==> config.mk <==
export PLATFORM = sky130hd
export DESIGN_NAME = out_layer5_classifier
export DESIGN_NICKNAME = d
export VERILOG_FILES = /design/src/rtl/out_layer5_classifier.sv
export SDC_FILE = /design/constraint.sdc
export NUM_CORES = 1
export LEC_CHECK = 0
export CORE_AREA = 4 4 161 163
export CTS_BUF_LIST = sky130_fd_sc_hd__clkbuf_4 sky130_fd_sc_hd__clkbuf_8
export CTS_CLUSTER_DIAMETER = 150
export CTS_CLUSTER_SIZE = 20
export DETAILED_ROUTE_END_ITERATION = 8
export DIE_AREA = 0 0 165 167
export PLACE_DENSITY = 0.49
export RECOVER_POWER = 100
export SLEW_MARGIN = 10
export SYNTH_ARGS = -nofsm -noshare
export SYNTH_HDL_FRONTEND = slang
export SYNTH_SLANG_ARGS = --single-unit
export TNS_END_PERCENT = 30
==> constraint.sdc <==
create_clock -name clk -period 3.25 [get_ports clk]
set_clock_uncertainty 0.2 [all_clocks]
set_input_delay 0.65 -clock clk [delete_from_list [all_inputs] [get_ports clk]]
set_output_delay 0.65 -clock clk [all_outputs]
set_load 0.05 [all_outputs]
==> src/rtl/out_layer5_classifier.sv <==
// out_layer5_classifier: serial-MAC output layer with arg-max selection.
// A single multiplier walks weight(c,i) * frame[i] for every class c and input i,
// one product per cycle, and keeps the best signed logit seen so far.
//
// Handshakes: a transfer happens on a rising edge where valid && ready are both
// high. in_valid/in_ready moves one frame in. out_valid/out_ready moves one
// result out, and class_id/score hold steady while out_valid is high.
module out_layer5_classifier #(
  parameter int                   NIN     = 16,
  parameter int                   NCLS    = 4,
  parameter logic [NCLS*NIN*8-1:0] WEIGHTS = '0,
  parameter logic [NCLS*24-1:0]    BIASES  = '0
) (
  input  logic                     clk,
  input  logic                     reset,
  input  logic [NIN*24-1:0]        a_vec,
  input  logic                     in_valid,
  output logic                     in_ready,
  output logic [$clog2(NCLS)-1:0]  class_id,
  output logic [23:0]              score,
  output logic                     out_valid,
  input  logic                     out_ready,
  output logic [1:0]               dbg_state
);

  localparam int CW = $clog2(NCLS);
  localparam int IW = $clog2(NIN);

  typedef enum logic [1:0] {
    S_IDLE  = 2'd0,
    S_MAC   = 2'd1,
    S_FINAL = 2'd2,
    S_DONE  = 2'd3
  } state_t;

  state_t            state_q, state_d;
  logic [NIN*24-1:0] frame_q, frame_d;
  logic [CW-1:0]     c_q, c_d;
  logic [IW-1:0]     i_q, i_d;
  logic [23:0]       acc_q, acc_d;
  logic [23:0]       best_score_q, best_score_d;
  logic [CW-1:0]     best_id_q, best_id_d;
  logic [CW-1:0]     class_id_q, class_id_d;
  logic [23:0]       score_q, score_d;
  logic              out_valid_q, out_valid_d;

  logic [7:0]        w8;
  logic [23:0]       w_ext;
  logic [23:0]       act;
  logic [23:0]       prod;
  logic [23:0]       acc_sum;
  logic [CW-1:0]     c_nxt;

  // Datapath: current weight/activation, truncated product and running sum.
  always_comb begin
    w8      = WEIGHTS[(int'(c_q) * NIN + int'(i_q)) * 8 +: 8];
    w_ext   = {{16{w8[7]}}, w8};
    act     = frame_q[int'(i_q) * 24 +: 24];
    prod    = act * w_ext;
    acc_sum = acc_q + prod;
    c_nxt   = c_q + 1'b1;
  end

  // Next-state and register updates for the accept / MAC / report sequence.
  always_comb begin
    state_d      = state_q;
    frame_d      = frame_q;
    c_d          = c_q;
    i_d          = i_q;
    acc_d        = acc_q;
    best_score_d = best_score_q;
    best_id_d    = best_id_q;
    class_id_d   = class_id_q;
    score_d      = score_q;
    out_valid_d  = out_valid_q;
    case (state_q)
      S_IDLE: begin
        if (in_valid && in_ready) begin
          frame_d      = a_vec;
          c_d          = '0;
          i_d          = '0;
          acc_d        = BIASES[23:0];
          best_score_d = 24'h800000;
          best_id_d    = '0;
          state_d      = S_MAC;
        end
      end
      S_MAC: begin
        if (i_q == IW'(NIN - 1)) begin
          // Strict compare keeps the lowest class index on a tie.
          if ($signed(acc_sum) > $signed(best_score_q)) begin
            best_score_d = acc_sum;
            best_id_d    = c_q;
          end
          i_d = '0;
          c_d = c_nxt;
          if (c_q == CW'(NCLS - 1)) begin
            acc_d   = '0;
            state_d = S_FINAL;
          end else begin
            acc_d = BIASES[int'(c_nxt) * 24 +: 24];
          end
        end else begin
          acc_d = acc_sum;
          i_d   = i_q + 1'b1;
        end
      end
      S_FINAL: begin
        class_id_d  = best_id_q;
        score_d     = best_score_q;
        out_valid_d = 1'b1;
        state_d     = S_DONE;
      end
      S_DONE: begin
        if (out_ready) begin
          out_valid_d = 1'b0;
          state_d     = S_IDLE;
        end
      end
      default: state_d = S_IDLE;
    endcase
  end

  // State and datapath registers; reset clears everything, even mid-frame.
  always_ff @(posedge clk or negedge reset) begin
    if (!reset) begin
      state_q      <= S_IDLE;
      frame_q      <= '0;
      c_q          <= '0;
      i_q          <= '0;
      acc_q        <= '0;
      best_score_q <= '0;
      best_id_q    <= '0;
      class_id_q   <= '0;
      score_q      <= '0;
      out_valid_q  <= 1'b0;
    end else begin
      state_q      <= state_d;
      frame_q      <= frame_d;
      c_q          <= c_d;
      i_q          <= i_d;
      acc_q        <= acc_d;
      best_score_q <= best_score_d;
      best_id_q    <= best_id_d;
      class_id_q   <= class_id_d;
      score_q      <= score_d;
      out_valid_q  <= out_valid_d;
    end
  end

  assign in_ready  = (state_q == S_IDLE) && reset;
  assign class_id  = class_id_q;
  assign score     = score_q;
  assign out_valid = out_valid_q;
  assign dbg_state = state_q;

endmodule

=== After elaboration in Yosys (flattened, before gate mapping) ===
Cells that the tools add are included.

* Add/sub/neg operators: 4
* Multipliers: 3
* Magnitude comparators: 1
* Equal/unequal tests: 10
* Shift-type cells: 3
* Mux-type cells: 24
* Reductions and logical operators: 11

{| class="wikitable"
|+ Operators by type and width
! kind !! count
|-
| indexed part select 512 x 11 -> 8 bit, first input constant || 1
|-
| indexed part select 384 x 10 -> 24 bit || 1
|-
| 2-to-1 mux 24 bit || 6
|-
| one-hot mux 24 bit (2 select lines) || 2
|-
| indexed part select 96 x 8 -> 24 bit, first input constant || 1
|-
| adder 24 bit || 1
|-
| greater-than comparator 24 bit || 1
|-
| multiplier 24 x 8 -> 24 bit || 1
|-
| 2-to-1 mux 2 bit || 8
|-
| != test 2 bit, second input constant || 5
|-
| 2-to-1 mux 4 bit || 2
|-
| one-hot mux 2 bit (2 select lines) || 2
|-
| one-hot mux 2 bit (4 select lines) || 1
|-
| one-hot mux 4 bit (2 select lines) || 1
|-
| AND reduction 4 bit || 2
|-
| adder 6 x 4 -> 7 bit || 1
|-
| == test 2 bit, second input constant || 3
|-
| multiplier 4 x 2 -> 6 bit, second input constant || 1
|-
| AND reduction 2 bit || 3
|-
| adder 4 x 1 -> 4 bit, second input constant || 1
|-
| == test 4 bit, second input constant || 1
|-
| multiplier 2 x 2 -> 4 bit, second input constant || 1
|-
| nonzero test 2 bit || 2
|-
| AND reduction 3 bit || 1
|-
| other kinds (6) || 7
|}

* Register bits after elaboration: 469
* Bits of input ports: 388
* Output and inout port bits: 30
* Word-level logic and storage cells: 66

=== Depth between registers and ports, before layout ===
* Depth after elaboration: 8
* Mapped depth: 7
* Gate-level depth less buffers: 5

=== Worst setup path after synthesis ===
No wires, ideal clock.

* Path kind: register -> register
* Start: register state_q[0], in the netlist dbg_state[0]
* End: register state_q[1], in the netlist dbg_state[1]
* Setup time: 125 ps
* Data arrival time: 1,968 ps
* Required time: 2,925 ps
* Setup slack: 957 ps
* Stages on the path, launching flop included: 6
* Buffers on the path: 0
* Clock period less this slack: 2,293 ps
* Path through: dfrtp_1 > inv_1 > ha_1 > a21boi_2 > a2111oi_4 > mux2_4

* Cells in the longest elaborated chain, start to end: 5
* Elaborated cells between the ends (all ways): 12
* Those cells by class: eq/ne (7); mux (1); reduce/logical (4)

{| class="wikitable"
|+ Ends and longest elaborated chain
! what !! RTL line !! text
|-
| start: declaration || 36 || <nowiki>state_t state_q, state_d;</nowiki>
|-
| start signal: assignment || 138 || <nowiki>state_q <= state_d;</nowiki>
|-
| zero test 2 bit || 76, 151 ||
|-
| logical AND 1 bit || 151 || <nowiki>assign in_ready = (state_q == S_IDLE) && reset;</nowiki>
|-
| logical AND 1 bit || 78 || <nowiki>if (in_valid && in_ready) begin</nowiki>
|-
| != test 2 bit (no source line) || -- ||
|-
| AND reduction 4 bit (no source line) || -- ||
|}

Several ways; a longest one is shown, not always the timed one.
A chain may end at the register's enable or synchronous reset.

=== Worst setup path in the final report ===
* Start: input port reset
* End: register state_q[1], in the netlist dbg_state[1]

* Cells in the longest elaborated chain, start to end: 4

{| class="wikitable"
|+ Ends and longest elaborated chain
! what !! RTL line !! text
|-
| start: declaration || 15 || <nowiki>input logic reset,</nowiki>
|-
| logical AND 1 bit || 151 ||
|-
| logical AND 1 bit || 78 ||
|-
| != test 2 bit (no source line) || -- ||
|-
| AND reduction 4 bit (no source line) || -- ||
|}

No other way between the ends.

==> flow_summary.json <==
{
  "status": "complete, no violations",
  "multi_input_area_sq_um": 539,
  "cp_num_buf_inv": 1,
  "place_congestion": 0.623,
  "setup_viol": 0,
  "critPathLaunchType": "primary input",
  "clockBufferDepth": 2,
  "antenna_found_initial": 0,
  "ant_nets": 0,
  "die_w_microns": 165,
  "ios": 418,
  "grt_setup_unrepaired": "no",
  "ys_ff_latch": 15,
  "synth_area_sq_um": 1060,
  "reg2reg_depth": 5,
  "fmax_ghz": 0.364,
  "fill_cells": 2825,
  "area_delta_synth_final_pct": 42.7,
  "die_y_microns": 167,
  "seq_area_sq_um": 375,
  "ctsHoldBuffers": 0,
  "fin_util_pct": 6.22,
  "path_max_fanout": 8,
  "critPathKind": "primary input to register",
  "slew_headroom_pct": 29.8,
  "synthArstFlopShare_pct": 100,
  "holdWs_ps": 307,
  "netlist.area_leader.share_pct": 35.4,
  "path_cells": "dlygate4sd3_1 > a21boi_0 > a2111oi_4 > mux2_1",
  "viasPerCell": 1.55,
  "n_antenna_cell": 0,
  "hold_viol_final": 0,
  "synth_area_leader_cell": "dfrtp_1",
  "grt_overflow": 0,
  "path_delay_family": "compound AO/OA/AOI/OAI gates",
  "setup_tns_ps": 0,
  "syn_avg_cell_area_sq_um": 10.3,
  "period_share_pct": 84.6,
  "grt_pass1_wl_microns": 3290,
  "slew_violations": 0,
  "yosys-top-cells-area": "dfrtp_1 35%, buf_4 16%, ha_1 9.4%, mux2i_1 5.7%, mux2_2 3.2%",
  "dp_hpwl_microns": 1590,
  "powerDensity_nw_per_um2": 276,
  "wl_microns": 2060,
  "synth-edff-count": 0,
  "synth-main-ff-cell": "dfrtp_1",
  "yosysSeqAreaShare_pct": 35.4,
  "min_path_type": "register to register",
  "cts_tree": "done",
  "clk_latency_ps": 260,
  "grt_pass1_vias": 639,
  "yosysUniqueCellTypes": 32,
  "cp_slowest_cell": "a21boi_0",
  "cts-root-buf": "clkbuf_8",
  "track_usage_pct": 1.48,
  "drive_above_1_share_pct": 12.3,
  "layout_commonest_cell": "conb_1",
  "numCtsBuffers": 3,
  "peakVddDrop_uv": 215,
  "clock-sinks": 15,
  "postCtsSetupBuffers": 0,
  "clk_pin_slew_ps": 70,
  "cts_resized": 0,
  "nets": 511,
  "min_period_ps": 2750,
  "p_leak_nw": 0.578,
  "total_power_mw": 0.418,
  "die_area_sq_um": 27600,
  "core_area_sq_um": 24300,
  "ff2ff_setup_slack_ps": 740,
  "syn_inst": 103,
  "grt_max_degree": 18,
  "start_util_pct": 4.36,
  "htree_levels": 1,
  "critPathMaxStageDelay_ps": 880,
  "maxCapViolations": 0,
  "final_cell_mix": "23 x conb_1, 15 x dfrtp_1, 8 x inv_1, 8 x ha_1, 7 x dlygate4sd3_1",
  "required_ps": 3200,
  "drc_errors": 0,
  "ys_warn_count": 0,
  "dr.pass1.iters": 4,
  "rows": 57,
  "tightest_slew_ps": 1040,
  "holdPathStages": 1,
  "crit_cells": 4,
  "post_drt_wl_per_cell_microns": 4.71,
  "drtIter0Drc": 31,
  "cp.arrival_ps": 2690,
  "port_buffers": 10,
  "end_kind": "register",
  "vias": 678
}
-- registers in the layout, indices dropped and copies added (netlist names) --
name          flops
best_score_q      1
c_q               2
score             1
dbg_state         2
i_q               4
class_id          2
out_valid         1
best_id_q         2
-- worst paths after layout --
check	to	from
setup / recovery	dbg_state[1]	reset
hold / removal	score[23]	score[23]
setup reg to reg	dbg_state[1]	dbg_state[0]
hold reg to reg	score[23]	score[23]
max in group asynchronous	i_q[1]	reset
min in group asynchronous	i_q[0]	reset
-- layout make-up --
type / count / area share (%)
flip-flops and latches: 15 / 24.8
multi-input cells: 76 / 35.6
repair buffers: 11 / 7.53
clock inverters: 1 / 0.496
clock buffers: 3 / 2.73
inverters: 8 / 1.99
well taps: 324 / 26.8
-- report_power, final --
group	switching [mW]	total (mW)	internal, mW	leakage, nW
logic	0.0636	0.0668	0.00320	0.371
registers	0	0.187	0.187	0.185
clock network	0.0779	0.164	0.0864	0.0217
-- per-layer routing --
metal / wire length [microns] / track usage, % / vias to the layer above
met5: 0 / 0 / -
met4: 15 / 0.325 / 0
met3: 169 / 0.568 / 2
met2: 894 / 2.36 / 28
met1: 983 / 1.89 / 319
li1: - / - / 329
-- cells in the mapped netlist, types with 2 or more instances --
master,instances
a31oi_1,2
buf_4,23
clkbuf_1,2
dfrtp_1,15
ha_1,8
inv_1,8
mux2_2,3
mux2i_1,6
nand2_1,4
nand3_1,3
nand3b_1,2
nor2_1,3
nor2b_1,2
o21ai_0,3
o22ai_1,2
-- through the flow --
stage / setup slack (ps) / instances / instance area, sq um
2_1_floorplan: 957 / 125 / 1140
3_3_place_gp: 612 / 434 / 1480
3_5_place_dp: 616 / 434 / 1480
4_1_cts: 643 / 438 / 1530
5_1_grt: 304 / 438 / 1510
6_report: 501 / 438 / 1510
-- worst reg2reg max path, stage by stage, from the launching register on --
cell and delay, ps:
dfrtp_1 450, inv_1 110, ha_1 290, a21boi_0 860
a2111oi_4 130, mux2_1 360
-- logic make-up after synthesis --
family / Yosys count / share of synthesized area, %
buf+inv: 34 / 20.3
simple gates: 20 / 11.6
compound gates: 15 / 12.6
flops: 15 / 35.4
mux: 10 / 10.3
fa+ha+maj: 8 / 9.45
other cells: 1 / 0.354
No activity file was read; power rests on OpenSTA's default activity.
